==> config.mk <==
export PLATFORM = sky130hd
export DESIGN_NAME = ibex_rf_wr_arbiter
export DESIGN_NICKNAME = d
export VERILOG_FILES = /design/src/rtl/ibex_rf_wr_arbiter.sv
export SDC_FILE = /design/constraint.sdc
export NUM_CORES = 1
export LEC_CHECK = 0
export CAP_MARGIN = 10
export CORE_MARGIN = 1
export CORE_UTILIZATION = 25
export CTS_BUF_LIST = sky130_fd_sc_hd__clkbuf_4 sky130_fd_sc_hd__clkbuf_8
export DETAILED_ROUTE_END_ITERATION = 8
export PLACE_DENSITY = 0.5
export SLEW_MARGIN = 30
export SYNTH_ARGS = -nofsm -noshare
export SYNTH_HDL_FRONTEND = slang
export SYNTH_SLANG_ARGS = --single-unit
==> constraint.sdc <==
create_clock -name clk_i -period 5.4 [get_ports clk_i]
set_clock_uncertainty 0.05 [all_clocks]
set_input_delay 0.54 -clock clk_i [delete_from_list [all_inputs] [get_ports clk_i]]
set_output_delay 0.54 -clock clk_i [all_outputs]
set_load 0.005 [all_outputs]
==> src/rtl/ibex_rf_wr_arbiter.sv <==
// ibex_rf_wr_arbiter
// Shares the register-file write port between the stallable ALU writeback
// and the non-stallable, in-order LSU load-response path. Destinations of
// outstanding loads are kept in a small circular FIFO. That FIFO drives the
// read-after-write hazards seen by ID and holds back younger ALU writes to a
// register that still has a load pending (write-after-write ordering).
// The write port and the hazards are combinational. rsp_err_o is registered:
// it pulses in the cycle after a response arrives with no load outstanding.
// Optional feature macro: IBEX_RF_WR_ARB_FWD_EN. When it is defined, a hazard
// is dropped in the cycle in which the load response writes that register.
module ibex_rf_wr_arbiter #(
  parameter bit          RV32E          = 1'b0,
  parameter int unsigned DataWidth      = 32,
  parameter int unsigned LsuOutstanding = 2
) (
  input  logic                                  clk_i,
  input  logic                                  rst_ni,
  input  logic                                  alu_valid_i,
  output logic                                  alu_ready_o,
  input  logic [4:0]                            alu_waddr_i,
  input  logic [DataWidth-1:0]                  alu_wdata_i,
  input  logic                                  lsu_issue_i,
  input  logic [4:0]                            lsu_issue_waddr_i,
  output logic                                  lsu_issue_ready_o,
  input  logic                                  lsu_rvalid_i,
  input  logic [DataWidth-1:0]                  lsu_rdata_i,
  input  logic [4:0]                            raddr_a_i,
  input  logic [4:0]                            raddr_b_i,
  output logic                                  hazard_a_o,
  output logic                                  hazard_b_o,
  output logic [4:0]                            rf_waddr_o,
  output logic [DataWidth-1:0]                  rf_wdata_o,
  output logic                                  rf_we_o,
  output logic                                  rsp_err_o,
  output logic [$clog2(LsuOutstanding+1)-1:0]   outstanding_o
);

  localparam int unsigned PtrW = (LsuOutstanding > 1) ? $clog2(LsuOutstanding) : 1;
  localparam int unsigned CntW = $clog2(LsuOutstanding + 1);
  localparam logic [PtrW-1:0] LastPtr = PtrW'(LsuOutstanding - 1);
  localparam logic [CntW-1:0] Depth   = CntW'(LsuOutstanding);

  // RV32E only decodes 16 registers, so bit 4 is dropped before any compare.
  function automatic logic [4:0] addr_mask(input logic [4:0] a);
    return RV32E ? {1'b0, a[3:0]} : a;
  endfunction

  // Circular-buffer pointer increment wrapping at the FIFO depth.
  function automatic logic [PtrW-1:0] ptr_inc(input logic [PtrW-1:0] p);
    return (p == LastPtr) ? {PtrW{1'b0}} : p + PtrW'(1);
  endfunction

  logic [4:0]                waddr_r [LsuOutstanding];
  logic [LsuOutstanding-1:0] valid_r;
  logic [PtrW-1:0]           rd_ptr_r;
  logic [PtrW-1:0]           wr_ptr_r;
  logic [CntW-1:0]           count_r;
  logic                      rsp_err_r;

  logic        empty_s;
  logic        pop_s;
  logic        push_s;
  logic [4:0]  issue_idx_s;
  logic        issue_valid_s;
  logic [4:0]  alu_idx_s;
  logic [4:0]  ra_idx_s;
  logic [4:0]  rb_idx_s;
  logic [31:0] pending_s;
  logic        fwd_a_s;
  logic        fwd_b_s;

  assign empty_s       = (count_r == {CntW{1'b0}});
  assign pop_s         = lsu_rvalid_i & ~empty_s;
  assign issue_idx_s   = addr_mask(lsu_issue_waddr_i);
  // A load to x0 still takes a slot so responses stay matched, but never hazards.
  assign issue_valid_s = (issue_idx_s != 5'd0);
  assign alu_idx_s     = addr_mask(alu_waddr_i);
  assign ra_idx_s      = addr_mask(raddr_a_i);
  assign rb_idx_s      = addr_mask(raddr_b_i);

  // A full FIFO can still take a push when the head pops in the same cycle.
  assign lsu_issue_ready_o = (count_r < Depth) | pop_s;
  assign push_s            = lsu_issue_i & lsu_issue_ready_o;

  // The LSU response always wins the port; pending loads block a WAW ALU write.
  assign alu_ready_o = rst_ni & ~lsu_rvalid_i & ~pending_s[alu_idx_s];

  assign outstanding_o = count_r;
  assign rsp_err_o     = rsp_err_r;

  // Pending-destination vector: OR of one-hot addresses of valid entries.
  always_comb begin
    pending_s = 32'd0;
    for (int i = 0; i < LsuOutstanding; i++) begin
      pending_s = pending_s | (32'(valid_r[i]) << waddr_r[i]);
    end
  end

`ifdef IBEX_RF_WR_ARB_FWD_EN
  logic other_a_s;
  logic other_b_s;

  // Drop the hazard when the popping head is the only valid entry for that register.
  always_comb begin
    other_a_s = 1'b0;
    other_b_s = 1'b0;
    for (int i = 0; i < LsuOutstanding; i++) begin
      other_a_s = other_a_s | ((PtrW'(i) != rd_ptr_r) & valid_r[i] & (waddr_r[i] == ra_idx_s));
      other_b_s = other_b_s | ((PtrW'(i) != rd_ptr_r) & valid_r[i] & (waddr_r[i] == rb_idx_s));
    end
    fwd_a_s = pop_s & valid_r[rd_ptr_r] & (waddr_r[rd_ptr_r] == ra_idx_s) & ~other_a_s;
    fwd_b_s = pop_s & valid_r[rd_ptr_r] & (waddr_r[rd_ptr_r] == rb_idx_s) & ~other_b_s;
  end
`else
  assign fwd_a_s = 1'b0;
  assign fwd_b_s = 1'b0;
`endif

  assign hazard_a_o = pending_s[ra_idx_s] & ~fwd_a_s;
  assign hazard_b_o = pending_s[rb_idx_s] & ~fwd_b_s;

  // Write-port mux: load response first, then an accepted ALU write, else idle zeros.
  always_comb begin
    rf_we_o    = 1'b0;
    rf_waddr_o = 5'd0;
    rf_wdata_o = {DataWidth{1'b0}};
    if (pop_s) begin
      if (valid_r[rd_ptr_r]) begin
        rf_we_o    = 1'b1;
        rf_waddr_o = waddr_r[rd_ptr_r];
        rf_wdata_o = lsu_rdata_i;
      end else begin
        rf_we_o = 1'b0;
      end
    end else if (alu_valid_i && alu_ready_o && (alu_idx_s != 5'd0)) begin
      rf_we_o    = 1'b1;
      rf_waddr_o = alu_idx_s;
      rf_wdata_o = alu_wdata_i;
    end else begin
      rf_we_o = 1'b0;
    end
  end

  // FIFO state and error pulse; a push into the popping slot overrides its clear.
  always_ff @(posedge clk_i or negedge rst_ni) begin
    if (!rst_ni) begin
      rd_ptr_r  <= {PtrW{1'b0}};
      wr_ptr_r  <= {PtrW{1'b0}};
      count_r   <= {CntW{1'b0}};
      valid_r   <= {LsuOutstanding{1'b0}};
      rsp_err_r <= 1'b0;
      for (int i = 0; i < LsuOutstanding; i++) begin
        waddr_r[i] <= 5'd0;
      end
    end else begin
      if (pop_s) begin
        valid_r[rd_ptr_r] <= 1'b0;
        rd_ptr_r          <= ptr_inc(rd_ptr_r);
      end
      if (push_s) begin
        valid_r[wr_ptr_r] <= issue_valid_s;
        waddr_r[wr_ptr_r] <= issue_idx_s;
        wr_ptr_r          <= ptr_inc(wr_ptr_r);
      end
      case ({push_s, pop_s})
        2'b10:   count_r <= count_r + CntW'(1);
        2'b01:   count_r <= count_r - CntW'(1);
        default: count_r <= count_r;
      endcase
      rsp_err_r <= lsu_rvalid_i & empty_s;
    end
  end

endmodule

==> impl_metrics.csv, run 1 <==
group,metric,value,unit
status,status,"completed",
final_layout,num-nets-final,639,
routing,drtIter0Drc,389,
global_route,antenna_found_initial,0,
die,dieArea,14800,um^2
routing,first_pass_iters,5,
routing,finalWirelength,14.0,mm
synthesis,synthTopCellsByArea,"dfrtp_1 12%, o211ai_1 8.2%, o2111ai_1 8.1%, mux4_2 6.3%, nand3_1 6.1%",
worst_setup_path,r2r_start,"outstanding_o[1]",
final_layout,n_antenna_cell,0,
synthesis,synth_top_family_by_area,"compound AO/OA/AOI/OAI gates",
worst_setup_path,reg2regPathDepth,4,
final_layout,layout_commonest_cell,"clkdlybuf4s50_1",
clock_tree,cts_tree,"built",
worst_setup_path,crit_type,"in2out",
die,rows,43,
synthesis,muxShareOfSynthArea,0.138,
final_layout,drive_gt1_frac,0.0967,
synthesis,synth_nets,549,
clock_tree,cts-resized-gates,0,
worst_setup_path,startpoint_type,"input pin",
routing,dr_total_vias,4381,
global_route,grt_max_degree,71,
die,die_h,122,um
global_route,grt_pass1_vias,4111,
worst_setup_path,worstPathRequired,4.81,ns
die,die_w,122,um
synthesis,yosysTopAreaCellShare,0.119,
die,start_util,0.257,
synthesis,syn_area,3590,um^2
clock_tree,clkSinkCount,17,
sta,fin_tns_setup,0,ns
hold_path,hold_depth,1,
sta,min_period_over_period,0.814,
synthesis,async_flop_share,1.00,
worst_setup_path,worst-path-max-fanout,32,
hold_path,hold_end,"wr_ptr_r",
synthesis,synth_edf_count,0,
power,p_leak,1.58,nW
synthesis,synthAdderAreaFrac,0.00349,
worst_setup_path,endpoint_kind,"output port",
clock_tree,cts_setup_buffers,0,
final_layout,final_cell_area,4960,um^2
routing,routedWlPerCell,19.3,um
clock_tree,numCtsBuffers,3,
final_layout,fillers,1473,
global_route,grtUsageTotal,0.184,
worst_setup_path,reg2reg_to,"waddr_r[5]",
final_layout,final_cell_mix,"133 x clkdlybuf4s50_1, 44 x nand2_1, 44 x nand3_1",
worst_setup_path,worstPathArrival,3.80,ns
global_route,grt_pass1_wl,21.8,mm
hold_path,min_from,"wr_ptr_r",
sta,clock.fmax,0.228,GHz
placement,port_buffers,133,
synthesis,synth.largest_area_cell,"dfrtp_1",
synthesis,synth_warnings,0,
placement,place_hpwl,10.0,mm
sta,setup_viol,0,
synthesis,synth_ff_type,"dfrtp_1",
sta,fin_crit,4.39,ns
clock_tree,cts_max_level,1,
routing,drt_drc_violations_left,0,
power,p_total,1.52,mW
sta,slew_headroom,0.344,
clock_tree,clock_path_buffers,2,
synthesis,synthCells,459,
sta,slew_viol_final,0,
sta,hold_viol_final,0,
sta,rsz0062_at_grt,"false",
run,cap_violations,0,
routing,drt-vias-per-instance,6.02,
placement,postPlaceCellArea,4920,um^2
sta,holdWs,0.492,ns
routing,final_antenna_net_count,0,
synthesis,yosys.area_share.simple,0.279,
final_layout,area_growth,38.4,%
die,io_pins,134,
die,core,13900,um^2
clock_tree,clock-root-buffer,"clkbuf_8",
clock_tree,clk_pin_slew,0.07,ns
synthesis,syn_avg_cell_area,7.81,um^2
global_route,grt-ovfl-total,0,
synthesis,synth_cell_types,60,
synthesis,synth_compound_area_frac,0.344,
power,power_density,306,nW/um^2
sta,worst_pin_slew,0.981,ns
clock_tree,clock_latency,0.26,ns
synthesis,synth-xor-area-share,0.0171,
synthesis,ys_ff_latch,17,
worst_setup_path,reg2reg_slack,3.65,ns
hold_path,hold_path.class,"reg2reg",
synthesis,yosysSeqAreaShare,0.119,
placement,gp_congestion,0.903,
clock_tree,holdBufCountCts,0,
power,peakVddDrop,0.000293,V
[kinds of logic after synthesis]
group	count (synthesis)
buf+inv	68
xor+xnor	7
fa+ha+maj	1
simple gates	175
mux	35
compound gates	156
flops	17
[Yosys cell counts, types with 3 or more instances]
library cell,n
clkbuf_1,28
xnor2_1,6
o32a_1,4
a32o_1,4
a22oi_1,8
dfrtp_1,17
a2111oi_0,5
nor4_1,3
a221oi_1,12
mux2_2,15
a211oi_1,4
or2_2,3
nor4b_2,3
and4b_1,3
nand2b_1,8
o21ai_0,4
o2111ai_1,33
nand4_1,7
nor2_1,20
nor2b_1,7
buf_4,8
a21oi_1,7
nand4b_1,8
o211ai_1,39
nand3_1,44
mux2i_1,10
o22ai_1,14
inv_1,11
o211a_1,4
nand2_1,44
a22o_1,4
mux4_2,10
o311a_1,3
buf_6,7
buf_2,13
and2_1,4
o221ai_1,3
nor3b_1,4
[worst max path at each step]
stage                     depth (start not counted)        endpoint            from
after detailed placement                          8  rf_wdata_o[25]  alu_waddr_i[0]
after global routing                              8  rf_wdata_o[25]  alu_waddr_i[0]
after global placement                            8  rf_wdata_o[27]  alu_waddr_i[0]
after CTS                                         8  rf_wdata_o[25]  alu_waddr_i[0]
final                                             8  rf_wdata_o[25]  alu_waddr_i[0]
after floorplan                                   9   rf_wdata_o[0]  alu_waddr_i[0]
[sequential cells by signal (all words and copies together), names as in the netlist]
signal / flops
wr_ptr_r: 1
rsp_err_o: 1
rd_ptr_r: 1
outstanding_o: 2
waddr_r: 10
valid_r: 2
[final cells by class]
cell class                      count  area (um^2)  share of cell area
Tap cell                          180          225              0.0454
Clock inverter                      1         5.00             0.00101
Timing Repair Buffer              142         1400               0.282
Sequential cell                    17          425              0.0857
Inverter                           11         41.3             0.00832
Multi-Input combinational cell    374         2830               0.569
Clock buffer                        3         41.3             0.00832
[metal layers]
layer	track usage	vias up	routed length (um)	part of all wire
met1	0.258	2118	6380	0.45
met5	0	-	0	0
met3	0.0286	24	944	0.067
li1	-	2058	-	-
met2	0.292	181	6480	0.46
met4	0.0417	0	235	0.017
[power by group]
part,leakage (nW),internal (mW),switching [mW]
Clock,0.0255,0.0513,0.0459
Combinational,1.35,0.518,0.512
Sequential,0.201,0.190,0.202
[critical path: stages]
cell,delay [ns]
clkdlybuf4s50_1,0.89
xnor2_1,0.26
nand3_1,0.13
a21oi_1,0.12
nor4_4,0.42
nand2_2,0.49
o211ai_1,0.36
clkdlybuf4s50_1,0.57
[metrics by stage]
step / util / worst slack, ns / std cells
after floorplan: - / 2.65 / 459
after global placement: 0.353 / 1.10 / 724
after detailed placement: 0.353 / 1.04 / 724
after CTS: 0.356 / 1.01 / 728
after global routing: 0.356 / 0.733 / 728
final: 0.356 / 1.01 / 728
Power figures use the tool's default switching activity.
==> run 2, diff against run 1 <==
Settings changed: PLACE_DENSITY 0.5 to 0.52.
Clock period 5.4 ns to 3.8 ns, I/O delays scaled along.
==> run 2 against run 1 <==
Global-route usage is essentially flat. Via count fell by 0.23%. Sequential share of layout area is 0.21 points lower. Clock power is 42% higher. Core utilization grew 1.1 points. Routed wire length is 0.38% higher. Largest cell class unchanged. Largest power group unchanged. Highest routed layer unchanged.
==> impl_metrics.csv, run 2 (synthesis gave the netlist of run 1 again) <==
group,metric,value,unit
clock_tree,cts-resized-gates,0,
global_route,antenna_found_initial,0,
global_route,grt_max_degree,71,
hold_path,hold_depth,1,
power,power_density,430,nW/um^2
sta,slew_viol_final,0,
sta,holdWs,0.448,ns
sta,fin_crit,3.62,ns
die,die_h,122,um
die,core,13900,um^2
hold_path,hold_path.class,"reg2reg",
status,status,"completed",
worst_setup_path,r2r_start,"outstanding_o[1]",
clock_tree,clock_path_buffers,2,
power,sw_frac_of_total,0.486,
clock_tree,clock_latency,0.24,ns
sta,setup_viol,0,
sta,hold_viol_final,0,
worst_setup_path,worst-path-max-fanout,32,
global_route,use_met3,0.0332,
sta,min_period_over_period,0.953,
routing,drt-vias-per-instance,5.91,
power,peakVddDrop,0.000263,V
sta,slew_headroom,0.639,
die,start_util,0.257,
power,power_frac_comb,0.695,
power,power_frac_seq,0.242,
clock_tree,clock-root-buffer,"clkbuf_8",
die,rows,43,
clock_tree,numCtsBuffers,3,
placement,dpl.cell_count,735,
final_layout,drive_gt1_frac,0.122,
final_layout,final_util,0.367,
die,io_pins,134,
final_layout,final_cell_area,5110,um^2
worst_setup_path,crit_start,"waddr_r[6]",
final_layout,regArea,428,um^2
clock_tree,clkSinkCount,17,
die,die_w,122,um
clock_tree,clk_pin_slew,0.06,ns
routing,finalWirelength,14.1,mm
sta,worst_pin_slew,0.539,ns
global_route,grt_use_met2,0.292,
final_layout,num-nets-final,650,
routing,routedWlPerCell,19.1,um
routing,final_antenna_net_count,0,
hold_path,min_from,"wr_ptr_r",
worst_setup_path,reg2regPathDepth,5,
power,clockPowerShare,0.063,
global_route,grt-ovfl-total,0,
sta,clock.fmax,0.276,GHz
power,p_leak,1.67,nW
worst_setup_path,worstPathArrival,3.19,ns
worst_setup_path,crit_type,"reg2out",
routing,first_pass_iters,5,
clock_tree,cts_tree,"built",
routing,drtIter0Drc,346,
final_layout,final_cell_mix,"132 x clkdlybuf4s50_1, 44 x nand2_1, 44 x nand3_1",
worst_setup_path,worstPathRequired,3.37,ns
placement,gp_congestion,0.909,
global_route,met1_usage,0.256,
placement,place_hpwl,10.4,mm
routing,drt_drc_violations_left,0,
final_layout,area_growth,42.6,%
global_route,grt_pass1_wl,21.9,mm
clock_tree,holdBufCountCts,0,
routing,dr_total_vias,4371,
global_route,grtUsageTotal,0.183,
final_layout,finalNonFillerCells,739,
final_layout,layout_commonest_cell,"clkdlybuf4s50_1",
placement,place_ws,0.178,ns
final_layout,n_antenna_cell,0,
global_route,grt_pass1_vias,4097,
global_route,grt.busiest_layer,"met2",
sta,final.setup.worst_slack,0.179,ns
worst_setup_path,startpoint_type,"register",
power,p_sw,1.07,mW
clock_tree,cts_max_level,1,
clock_tree,cts_setup_buffers,0,
final_layout,multi_input_area,2840,um^2
final_layout,largest_register,"waddr_r",
sta,rsz0062_at_grt,"true",
placement,postPlaceCellArea,5050,um^2
final_layout,largest_register_ffs,10,
placement,port_buffers,133,
power,power.internal,1.13,mW
worst_setup_path,endpoint_kind,"output port",
final_layout,fillers,1422,
die,dieArea,14800,um^2
run,cap_violations,0,
-- run 2: cell count changes in the layout (fill, tap and decap cells not counted) --
cell             delta
a22oi_1             -1
a22oi_2             +1
buf_12              +4
buf_4               +7
clkbuf_4            +1
clkdlybuf4s50_1     -1
clkinv_2            -1
dfrtp_1             -2
dfrtp_2             +2
dlymetal6s2s_1      +1
xnor2_1             -1
xnor2_2             +1
-- run 2: critical path, stage by stage (launching register included) --
cell,delay [ns]
dfrtp_1,0.54
nand4_1,0.36
o22ai_1,0.44
and3_1,0.23
and4bb_2,0.28
nand2_2,0.07
buf_4,0.33
o211ai_1,0.18
clkdlybuf4s50_1,0.49
-- run 2: layer usage --
layer | vias to the layer above | wire, um | share of wire
li1 | 2079 | - | -
met1 | 2060 | 6350 | 0.45
met2 | 206 | 6490 | 0.46
met3 | 26 | 995 | 0.071
met4 | 0 | 256 | 0.018
met5 | - | 0 | 0
-- run 2: worst paths after layout --
kind,end,slack [ns]
worst max register to register,outstanding_o[1],2.08
worst min-delay path,wr_ptr_r,0.45
worst max-delay path,rf_wdata_o[19],0.18
max in group asynchronous,waddr_r[0],3.01
worst min register to register,wr_ptr_r,0.45
min in group asynchronous,waddr_r[8],0.48
-- run 2: area by class of cell --
type | count | share of cell area
Multi-Input combinational cell | 374 | 0.555
Timing Repair Buffer | 153 | 0.300
Sequential cell | 17 | 0.0837
Tap cell | 180 | 0.0440
Clock buffer | 4 | 0.00954
Inverter | 11 | 0.00807
-- run 2: through the flow --
step	power (mW)	setup TNS [ns]
after detailed placement	2.03	0
after global placement	2.02	0
final	2.20	0
after global routing	2.37	-0.0221
after CTS	2.18	0
after floorplan	1.41	0
-- run 2: power groups by stage --
| stage | Combinational [mW] | Sequential (mW) | Clock [mW] |
|---|---|---|---|
| finish | 1.53 | 0.532 | 0.138 |
| global route | 1.66 | 0.563 | 0.150 |
| CTS | 1.52 | 0.523 | 0.142 |
| detailed placement | 1.50 | 0.528 | 0 |
| global placement | 1.50 | 0.516 | 0 |
| floorplan | 1.10 | 0.316 | 0 |
